===== config.mk =====
export PLATFORM = sky130hd
export DESIGN_NAME = pipe_enq_arbiter
export DESIGN_NICKNAME = d
export VERILOG_FILES = /design/src/rtl/pipe_enq_arbiter.sv
export SDC_FILE = /design/constraint.sdc
export NUM_CORES = 1
export LEC_CHECK = 0
export CORE_MARGIN = 10
export CORE_UTILIZATION = 54
export CTS_BUF_LIST = sky130_fd_sc_hd__clkbuf_8
export DETAILED_ROUTE_END_ITERATION = 8
export GPL_TIMING_DRIVEN = 0
export PLACE_DENSITY_LB_ADDON = 0.25
export SLEW_MARGIN = 10
export SYNTH_ARGS = -nofsm -noshare
export SYNTH_HDL_FRONTEND = slang
export SYNTH_SLANG_ARGS = --single-unit

===== constraint.sdc =====
create_clock -name CLK -period 9.5 [get_ports CLK]
set_clock_uncertainty 0.2 [all_clocks]
set_input_delay 0.95 -clock CLK [delete_from_list [all_inputs] [get_ports CLK]]
set_output_delay 0.95 -clock CLK [all_outputs]
set_load 0.03 [all_outputs]

===== src/rtl/pipe_enq_arbiter.sv =====
// rtl/pipe_enq_arbiter.sv - round-robin enq arbiter feeding a tagged 2-entry output FIFO
module pipe_enq_arbiter #(
  parameter int NREQ  = 2,
  parameter int WIDTH = 96,
  parameter int IDXW  = (NREQ > 1) ? $clog2(NREQ) : 1
) (
  input  logic                   CLK,
  input  logic                   RST,
  input  logic [NREQ-1:0]        req_enq__ENA,
  input  logic [NREQ*WIDTH-1:0]  req_enq_v,
  output logic [NREQ-1:0]        req_enq__RDY,
  output logic                   out_enq__ENA,
  output logic [IDXW+WIDTH-1:0]  out_enq_v,
  input  logic                   out_enq__RDY
);

  localparam int OW = IDXW + WIDTH;

  logic [IDXW-1:0]  gnt_q, gnt_d;
  logic [1:0]       cnt_q, cnt_d;
  logic [OW-1:0]    s0_q, s0_d, s1_q, s1_d;
  logic             not_full, acc, pop;
  logic [WIDTH-1:0] sel_v;
  logic [OW-1:0]    word;

  // Ready depends only on gnt_q/cnt_q, so ENA can never feed back into RDY.
  always_comb begin
    not_full     = (cnt_q != 2'd2);
    req_enq__RDY = '0;
    sel_v        = '0;
    acc          = 1'b0;
    for (int i = 0; i < NREQ; i++) begin
      if (gnt_q == IDXW'(i)) begin
        req_enq__RDY[i] = not_full;
        sel_v           = req_enq_v[i*WIDTH +: WIDTH];
        acc             = req_enq__ENA[i] && not_full;
      end
    end
    pop  = (cnt_q != 2'd0) && out_enq__RDY;
    word = {gnt_q, sel_v};
  end

  assign out_enq__ENA = pop;
  assign out_enq_v    = s0_q;

  always_comb begin
    gnt_d = gnt_q;
    cnt_d = cnt_q;
    s0_d  = s0_q;
    s1_d  = s1_q;
    // The pointer moves every non-full cycle, used or not, bounding each wait to NREQ cycles.
    if (not_full) begin
      gnt_d = (gnt_q == IDXW'(NREQ - 1)) ? '0 : gnt_q + 1'b1;
    end
    case ({acc, pop})
      2'b10: begin
        if (cnt_q == 2'd0) s0_d = word;
        else               s1_d = word;
        cnt_d = cnt_q + 2'd1;
      end
      2'b01: begin
        s0_d  = s1_q;
        cnt_d = cnt_q - 2'd1;
      end
      2'b11: begin
        if (cnt_q == 2'd1) begin
          s0_d = word;
        end else begin
          s0_d = s1_q;
          s1_d = word;
        end
      end
      default: ;
    endcase
  end

  always_ff @(posedge CLK) begin
    if (RST) begin
      gnt_q <= '0;
      cnt_q <= 2'd0;
      s0_q  <= '0;
      s1_q  <= '0;
    end else begin
      gnt_q <= gnt_d;
      cnt_q <= cnt_d;
      s0_q  <= s0_d;
      s1_q  <= s1_d;
    end
  end

endmodule

# Word-level counts from Yosys, hierarchy flattened
# Index checks and enable logic that the tools add are counted.
# totals
register_bits	197
inputBits	197
out_inout_bits	100
word_cells	37
# classes
add_sub_neg	3
eq_ne	8
mux	12
reduce_logical	10
# ops
cell	n
two-way mux 97 bit	4
case mux 97 bit (3 select lines)	1
case mux 97 bit (2 select lines)	1
two-way mux 96 bit	1
inequality test 2 bit, second input constant	4
nonzero test 2 bit	3
== test 2 x 1 -> 1 bit, second input constant	2
== test 2 bit, second input constant	2
two-way mux 1 bit	4
case mux 2 bit (2 select lines)	1
logical AND 1 bit	3
AND reduction 3 bit	1
nonzero test 3 bit	1
adder 2 x 1 -> 2 bit, second input constant	1
logical NOT 2 bit	1
AND reduction 2 bit	1
subtractor 2 x 1 -> 2 bit, second input constant	1
adder 1 bit, second input constant	1

# Logic depth before layout (Yosys ltp)
# Gate-level depths: netlist of run 1.
# logic_depth
depth_word	6
mapped_depth	15
mapped_depth_nobuf	8

# Least setup slack after synthesis of run 1
# No wires, ideal clock.
# synth_timing
path_type	input to register
from	input port req_enq__ENA[1]
to	register s1_q[77]
setup_time_ps	132
arrival_time_ps	3144
required_ps	9168
slack_ps	6024
stages	13
n_path_buf	6
path_cell_list	mux2_1 > buf_4 > buf_2 > buf_1 > nand2b_1 > inv_1 > ha_1 > or2_2 > clkbuf_1 > buf_2 > buf_1 > a31oi_1 > nor3_1
# synth_between
elab_chain_cells	5
word_cells_on_any_way	9
classes_between	4 x eq/ne; 2 x mux; 3 x reduce/logical
# synth_lines
item	line_no	rtl
from (decl)	9	input logic [NREQ-1:0] req_enq__ENA,
logical AND 1 bit (*)	36	acc = req_enq__ENA[i] && not_full;
two-way mux 1 bit (*)	33	if (gnt_q == IDXW'(i)) begin
== test 2 bit	55	case ({acc, pop})
inequality test 2 bit (no line) or nonzero test 2 bit (tied branches)	--	
AND reduction 3 bit (no line)	--	
to (signal assigned)	82	s1_q <= '0;
to (signal assigned)	87	s1_q <= s1_d;
to (decl)	21	logic [OW-1:0] s0_q, s0_d, s1_q, s1_d;
# Mark *: on every way between the ends. The rest lies on a longest branch, timed or not.
# A chain may end at the register's enable or synchronous reset.

# Worst setup path in the final report of run 1
# layout_timing
from	input port req_enq__ENA[1]
to	register s1_q[95]
# The elaborated chain is that of the path after synthesis.

==> metrics.txt, run 1 <==
run status=finished clean; root buf cell=clkbuf_8; vias after detailed routing=about 12000; worst setup path start=req_enq__ENA[1]; VDD IR max=~0.14 mV; Critical Path End Type=flip-flop; share of cells above drive strength 1=a little under an eighth; post-DP HPWL=about 30 mm; Hold Startpoint=s1_q[56]; largest net degree at the start of global routing=17; Starting Density=55.0%; Post-Syn Area=between 10000 and 15000 sq um; final setup vio count=0; Hold/Removal Path Class=flip-flop to flip-flop; busiest grt layer=met2; top post-synthesis cells by area=dfxtp_1, a211oi_1, mux2_2; RSZ-0062 raised after global routing=false; crit share post-route=between 40% and 50%; Iter 0 DRT Violations=between 1000 and 1500; slowest CP cell=clkbuf_1; CP peak stage delay=0.60 ns; Slew @ Worst Pin=between 0.7 and 0.8 ns; Commonest cells post-synth=dfxtp_1, a211oi_1, clkbuf_1; CTS tree=done; # hold bufs at CTS=0; pwr dens=approximately 340 nW/um^2; clock sink count=around 200; Hold Slack=0.324 ns; prevailing post-synth register cell=dfxtp_1; Max Fclk=between 200 and 250 MHz; Most Frequent Cell on Critical Path=clkbuf_1; Area Growth Syn to Fin=33.9%; post-synth top area share=approximately 37%; initial antenna violation count=1; Final TNS setup=0 ns; top-count cell post-synth=dfxtp_1; CP startpoint kind=input pin; H-Tree Depth=4; synth unique cells=29; Worst-path clk slew=~0.090 ns; Vias/cell=between 6 and 7; worst path cell trace=clkdlybuf4s50_1 > mux2_1 > buf_4 > buf_2 > buf_1 > nand2b_1 > inv_1 > ha_1 > and2_1 > clkbuf_1 > clkbuf_1 > a211oi_1 > nor3_1; DIE WIDTH=between 150 and 200 um; met3 GRT Util=6.67%; IO buf count=about 300; drt pass-1 iters=5; CP arrival=~4.7 ns; Remaining Overflow, GRT=0; Post-CTS Setup Inserts=0; GP Congestion=a little over 0.9; endpoints failing hold=0; post-CTS resize count=0; EDFF count, synth=0; Inst Count DP=about 1800; WL/cell=roughly 22 um; Cell Rows=between 50 and 60; worst skew pair latency=between 0.4 and 0.5 ns; IO Pins=between 200 and 300; clock buffer depth=2; ys async rst share=0%; Post-Syn Area per Cell=~8.9 sq um; Die Area=approximately 26000 sq um; Crit path required time=between 9 and 10 ns; P_leak=between 4 and 5 nW; Synth Register Bits=between 150 and 200; Routed Antenna Nets=0; relative slew slack=51.2%; vias in the first global route=roughly 12000; core area=slightly below 20000 sq um; cells after synthesis=1198; Total Wirelength=40.2 mm; Slew Viols, Final=0; DRC=0; Layout Cells excl Fill=1789; fin nets=1715; Syn Nets=around 1400; post-synth top area cell=dfxtp_1; r2r startpoint=cnt_q[0]; die height=around 160 um; All-Layer GR Usage=29.1%; CP Max Fanout=10; crit path time final=4.50 ns; Num CTS Buffers=17; critical path class=input pin to flip-flop; sequential element share of the synthesized area=~37%; Yosys Warn Count=0; Max-Cap Viols=0; met1 usage=a little under two fifths; grt met2 use=between 40% and 50%; first-pass GRT wire length=a little over 60 mm
-- cells by family after synthesis --
logic type                 after synthesis  share of synthesized area [%]
adders and majority gates                6                          0.701
AOI/OAI and AO/OA                      584                           38.8
buffers and inverters                  199                           7.96
DFF                                    197                           36.9
muxes                                   97                           10.2
xor gates and xnor gates                 2                          0.164
and+or+nand+nor                        113                           5.35
-- layer usage --
| layer | routed length [um] | part of all wire (%) |
|---|---|---|
| met2 | 18600 | 46 |
| met1 | 16300 | 40 |
| met3 | 4230 | 11 |
| met4 | 1080 | 2.7 |
| met5 | 0 | 0 |
-- worst paths after layout --
path,to,slack [ns],cells past startpoint
hold reg to reg,out_enq_v[56],0.32,2
hold / removal,out_enq_v[56],0.32,2
setup / recovery,s1_q[95],5.00,13
setup reg to reg,s1_q[95],5.44,14
-- area by class of cell --
class                   count  area (sq um)
clock buffers              18           248
multi-input cells         802          5910
inverters                   5          21.3
clock inverters            12          92.6
repair buffers            295          2950
plain buffers             194           831
diodes                      1          2.50
fillers                  1491          5130
flip-flops and latches    197          3940
well taps                 265           332
-- state kept, by name (all words and copies together) (netlist names) --
signal     count
out_enq_v     97
cnt_q          2
s1_q          97
gnt_q          1
-- where the power goes --
part	internal, mW	leakage, nW	switching (mW)
Clock	0.207	0.180	0.304
Sequential	1.25	1.63	0.253
Combinational	1.15	2.70	1.72
-- critical path: cells and delay by family --
family | cells | cell delay, ns
muxes | 1 | 0.12
adders and majority gates | 1 | 0.21
and+or+nand+nor | 3 | 0.56
AOI/OAI and AO/OA | 1 | 0.12
buffers and inverters | 7 | 2.74
-- through the flow --
stage | power, mW | utilization (%) | area (sq um) | setup WS [ns]
finish | 4.88 | 73.6 | 14300 | 5.00
global route | 5.13 | 73.6 | 14300 | 4.82
CTS | 4.83 | 73.6 | 14300 | 5.15
detailed placement | 4.32 | 71.9 | 14000 | 4.66
global placement | 4.25 | 71.9 | 14000 | 4.74
floorplan | 3.31 | - | 10700 | 6.02
-- cell usage in the layout (no fill, tap or decap), types with 4 or more instances in the layout --
cell	Yosys	routed
clkinv_2	0	4
clkbuf_1	140	140
inv_1	4	7
buf_6	6	6
mux2_2	96	96
nand2b_1	4	4
a311oi_1	96	96
o211ai_1	97	97
buf_1	8	8
ha_1	6	6
a211oi_1	194	194
nor3_1	97	97
clkbuf_8	0	18
clkdlybuf4s50_1	0	295
buf_2	37	37
a31oi_1	96	96
dfxtp_1	197	197
o21ai_0	97	97
nor2b_1	4	4
Power figures use the tool's default switching activity.
==> run 2: changes to the inputs <==
CORE_UTILIZATION = 45   (was 54)
clock period = 4 ns   (was 9.5 ns; I/O delays follow)
==> metrics.txt, run 2 (synthesis results as in run 1) <==
Slew Viols, Final=0 (unchanged); Buf/Inv on CP=7 (unchanged); CP startpoint kind=flip-flop (was input pin); Switching Fraction=46.7% (about the same); Crit path required time=4.19 ns (was 9.70 ns); commonest non-fill, non-tap cell in the layout=clkdlybuf4s50_1 (unchanged); pwr dens=810 nW/um^2 (was 341 nW/um^2); Slew @ Worst Pin=0.793 ns (was 0.732 ns); Clock Power Share=11.5% (was 10.5%); Layout Cells excl Fill=1839 (was 1789); Vias/cell=6.33 (was 6.66); largest net degree at the start of global routing=19 (was 17); Routed Antenna Nets=0 (unchanged); Num CTS Buffers=17 (unchanged); Iter 0 DRT Violations=1052 (was 1317); CP Max Fanout=21 (was 10); Max Fclk=approximately 270 MHz; CP arrival=3.84 ns (was 4.70 ns); CTS tree=done (unchanged); # hold bufs at CTS=0 (unchanged); slowest CP cell=dfxtp_1 (was clkbuf_1); run status=finished clean (unchanged); RSZ-0062 raised after global routing=false (unchanged); worst skew pair latency=0.50 ns (was 0.48 ns); Starting Density=45.7% (was 55.0%); Setup crit end=out_enq_v[40] (was s1_q[95]); r2r startpoint=cnt_q[0] (unchanged); Comb power frac=58.2% (was 58.8%); cell internal pwr=6.23 mW (was 2.60 mW); Post-CTS Setup Inserts=0 (unchanged); fin nets=1710 (was 1715); drt pass-1 iters=6 (was 5); vias in the first global route=11500 (about the same); worst path cell trace=inv_1 > ha_1 > nand2b_1 > buf_4 > buf_6 > inv_4 > buf_4 > ha_1 > and2_1 > buf_2 > clkbuf_2 > o21ai_0 > a311oi_1 (was clkdlybuf4s50_1 > mux2_1 > buf_4 > buf_2 > buf_1 > nand2b_1 > inv_1 > ha_1 > and2_1 > clkbuf_1 > clkbuf_1 > a211oi_1 > nor3_1); Remaining Overflow, GRT=0 (unchanged); delay-heaviest family, CP=buffers and inverters (unchanged); most frequent cells in the layout=clkdlybuf4s50_1, dfxtp_1, a211oi_1, clkbuf_1 (unchanged); Area Growth Syn to Fin=35.0% (was 33.9%); critical path class=flip-flop to flip-flop (was input pin to flip-flop); first-pass GRT wire length=64.6 mm (was 62.4 mm); Max-Cap Viols=0 (unchanged); final setup vio count=0 (unchanged); P_leak=4.56 nW (was 4.52 nW); reg2reg end=out_enq_v[40] (was s1_q[95]); worst setup path start=cnt_q[0] (was req_enq__ENA[1]); Antenna diodes=0 (was 1); P_sw=5.47 mW (was 2.28 mW); die height=174 um (was 161 um); initial antenna violation count=0 (was 1); vias after detailed routing=11600 (was 11900); clock buffer depth=2 (unchanged); crit share post-route=between 90% and 100%; clock sink count=197 (unchanged); R2R depth=13 (was 14); DRC=0 (unchanged); critical path depth=13 (unchanged); post-DP HPWL=30.4 mm (was 29.6 mm); Sequential Power Share=30.3% (was 30.7%); relative slew slack=47.1% (was 51.2%); root buf cell=clkbuf_8 (unchanged); H-Tree Depth=4 (unchanged); Total Wirelength=40.9 mm (was 40.2 mm); WHS Path Cells=2 (unchanged); r2r setup slk=0.35 ns (was 5.44 ns); DIE WIDTH=174 um (was 161 um); Worst-path clk slew=0.11 ns (was 0.09 ns); All-Layer GR Usage=25.8% (was 29.1%); post-layout util=61.7% (was 73.6%); share of cells above drive strength 1=12.2% (was 11.4%); VDD IR max=0.396 mV (was 0.139 mV); IO Pins=297 (unchanged); Die Area=30300 sq um (was 25800 sq um); Cell Rows=56 (was 51); WL/cell=22.3 um (was 22.5 um); Inst Count DP=1812 (was 1758); GP Congestion=0.891 (was 0.925); Critical Path End Type=flip-flop (unchanged); core area=23400 sq um (was 19500 sq um); Hold/Removal Path Class=flip-flop to flip-flop (unchanged); CP peak stage delay=0.38 ns (was 0.60 ns); endpoints failing hold=0 (unchanged); crit path time final=roughly 3.7 ns; IO buf count=295 (unchanged)
[run 2: layer usage]
metal	global-route usage (%)	vias up	share of wire, %	routed length [um]
li1	-	5455	-	-
met1	34.0	5589	43	17800
met2	42.0	549	47	19200
met3	5.42	50	7.7	3160
met4	6.95	0	1.9	791
met5	0	-	0	0
[run 2: how the worst min path moves through the flow]
| stage | startpoint | end | slack, ns |
|---|---|---|---|
| final | s1_q[33] | out_enq_v[33] | 0.33 |
| after global routing | s1_q[31] | out_enq_v[31] | 0.34 |
| after CTS | s1_q[31] | out_enq_v[31] | 0.32 |
| after detailed placement | s1_q[41] | out_enq_v[41] | 0.31 |
| after global placement | cnt_q[1] | cnt_q[1] | 0.30 |
| after floorplan | cnt_q[1] | cnt_q[1] | 0.28 |
[run 2: power groups by stage]
stage | combinational (mW) | clock [mW] | sequential [mW]
after global routing | 7.33 | 1.41 | 3.64
final | 6.81 | 1.34 | 3.54
after floorplan | 3.46 | 0 | 4.39
after global placement | 6.63 | 0 | 3.53
after detailed placement | 6.72 | 0 | 3.56
after CTS | 6.77 | 1.34 | 3.52
[run 2: worst min-delay path: cells and delay by family, from the launching register on]
| family | cells | cell delay (ns) |
|---|---|---|
| flops | 1 | 0.33 |
| compound gates | 2 | 0.17 |
[run 2: area by class of cell]
cell class	instances	area (sq um)
Fill cell	2095	8960
Sequential cell	197	3940
Multi-Input combinational cell	802	5910
Buffer	189	822
Clock inverter	13	140
Inverter	5	21.3
Tap cell	319	399
Clock buffer	19	262
Timing Repair Buffer	295	2950
[run 2: what timing repair did]
item / in CTS / in global routing
pin swaps: 0 / 0
resized for setup: 2 / 14
setup endpoints to repair: 11 / 89
[run 2: through the flow]
stage	hold WS [ns]	area, sq um	setup WS [ns]	total power, mW	TNS [ns]
6_report	0.325	14400	0.349	11.7	0
2_1_floorplan	0.281	10700	0.876	7.85	0
3_5_place_dp	0.314	14100	-0.354	10.3	-21.75
3_3_place_gp	0.302	14100	-0.299	10.2	-14.46
4_1_cts	0.325	14500	0.0217	11.6	0
5_1_grt	0.342	14400	0.160	12.4	0
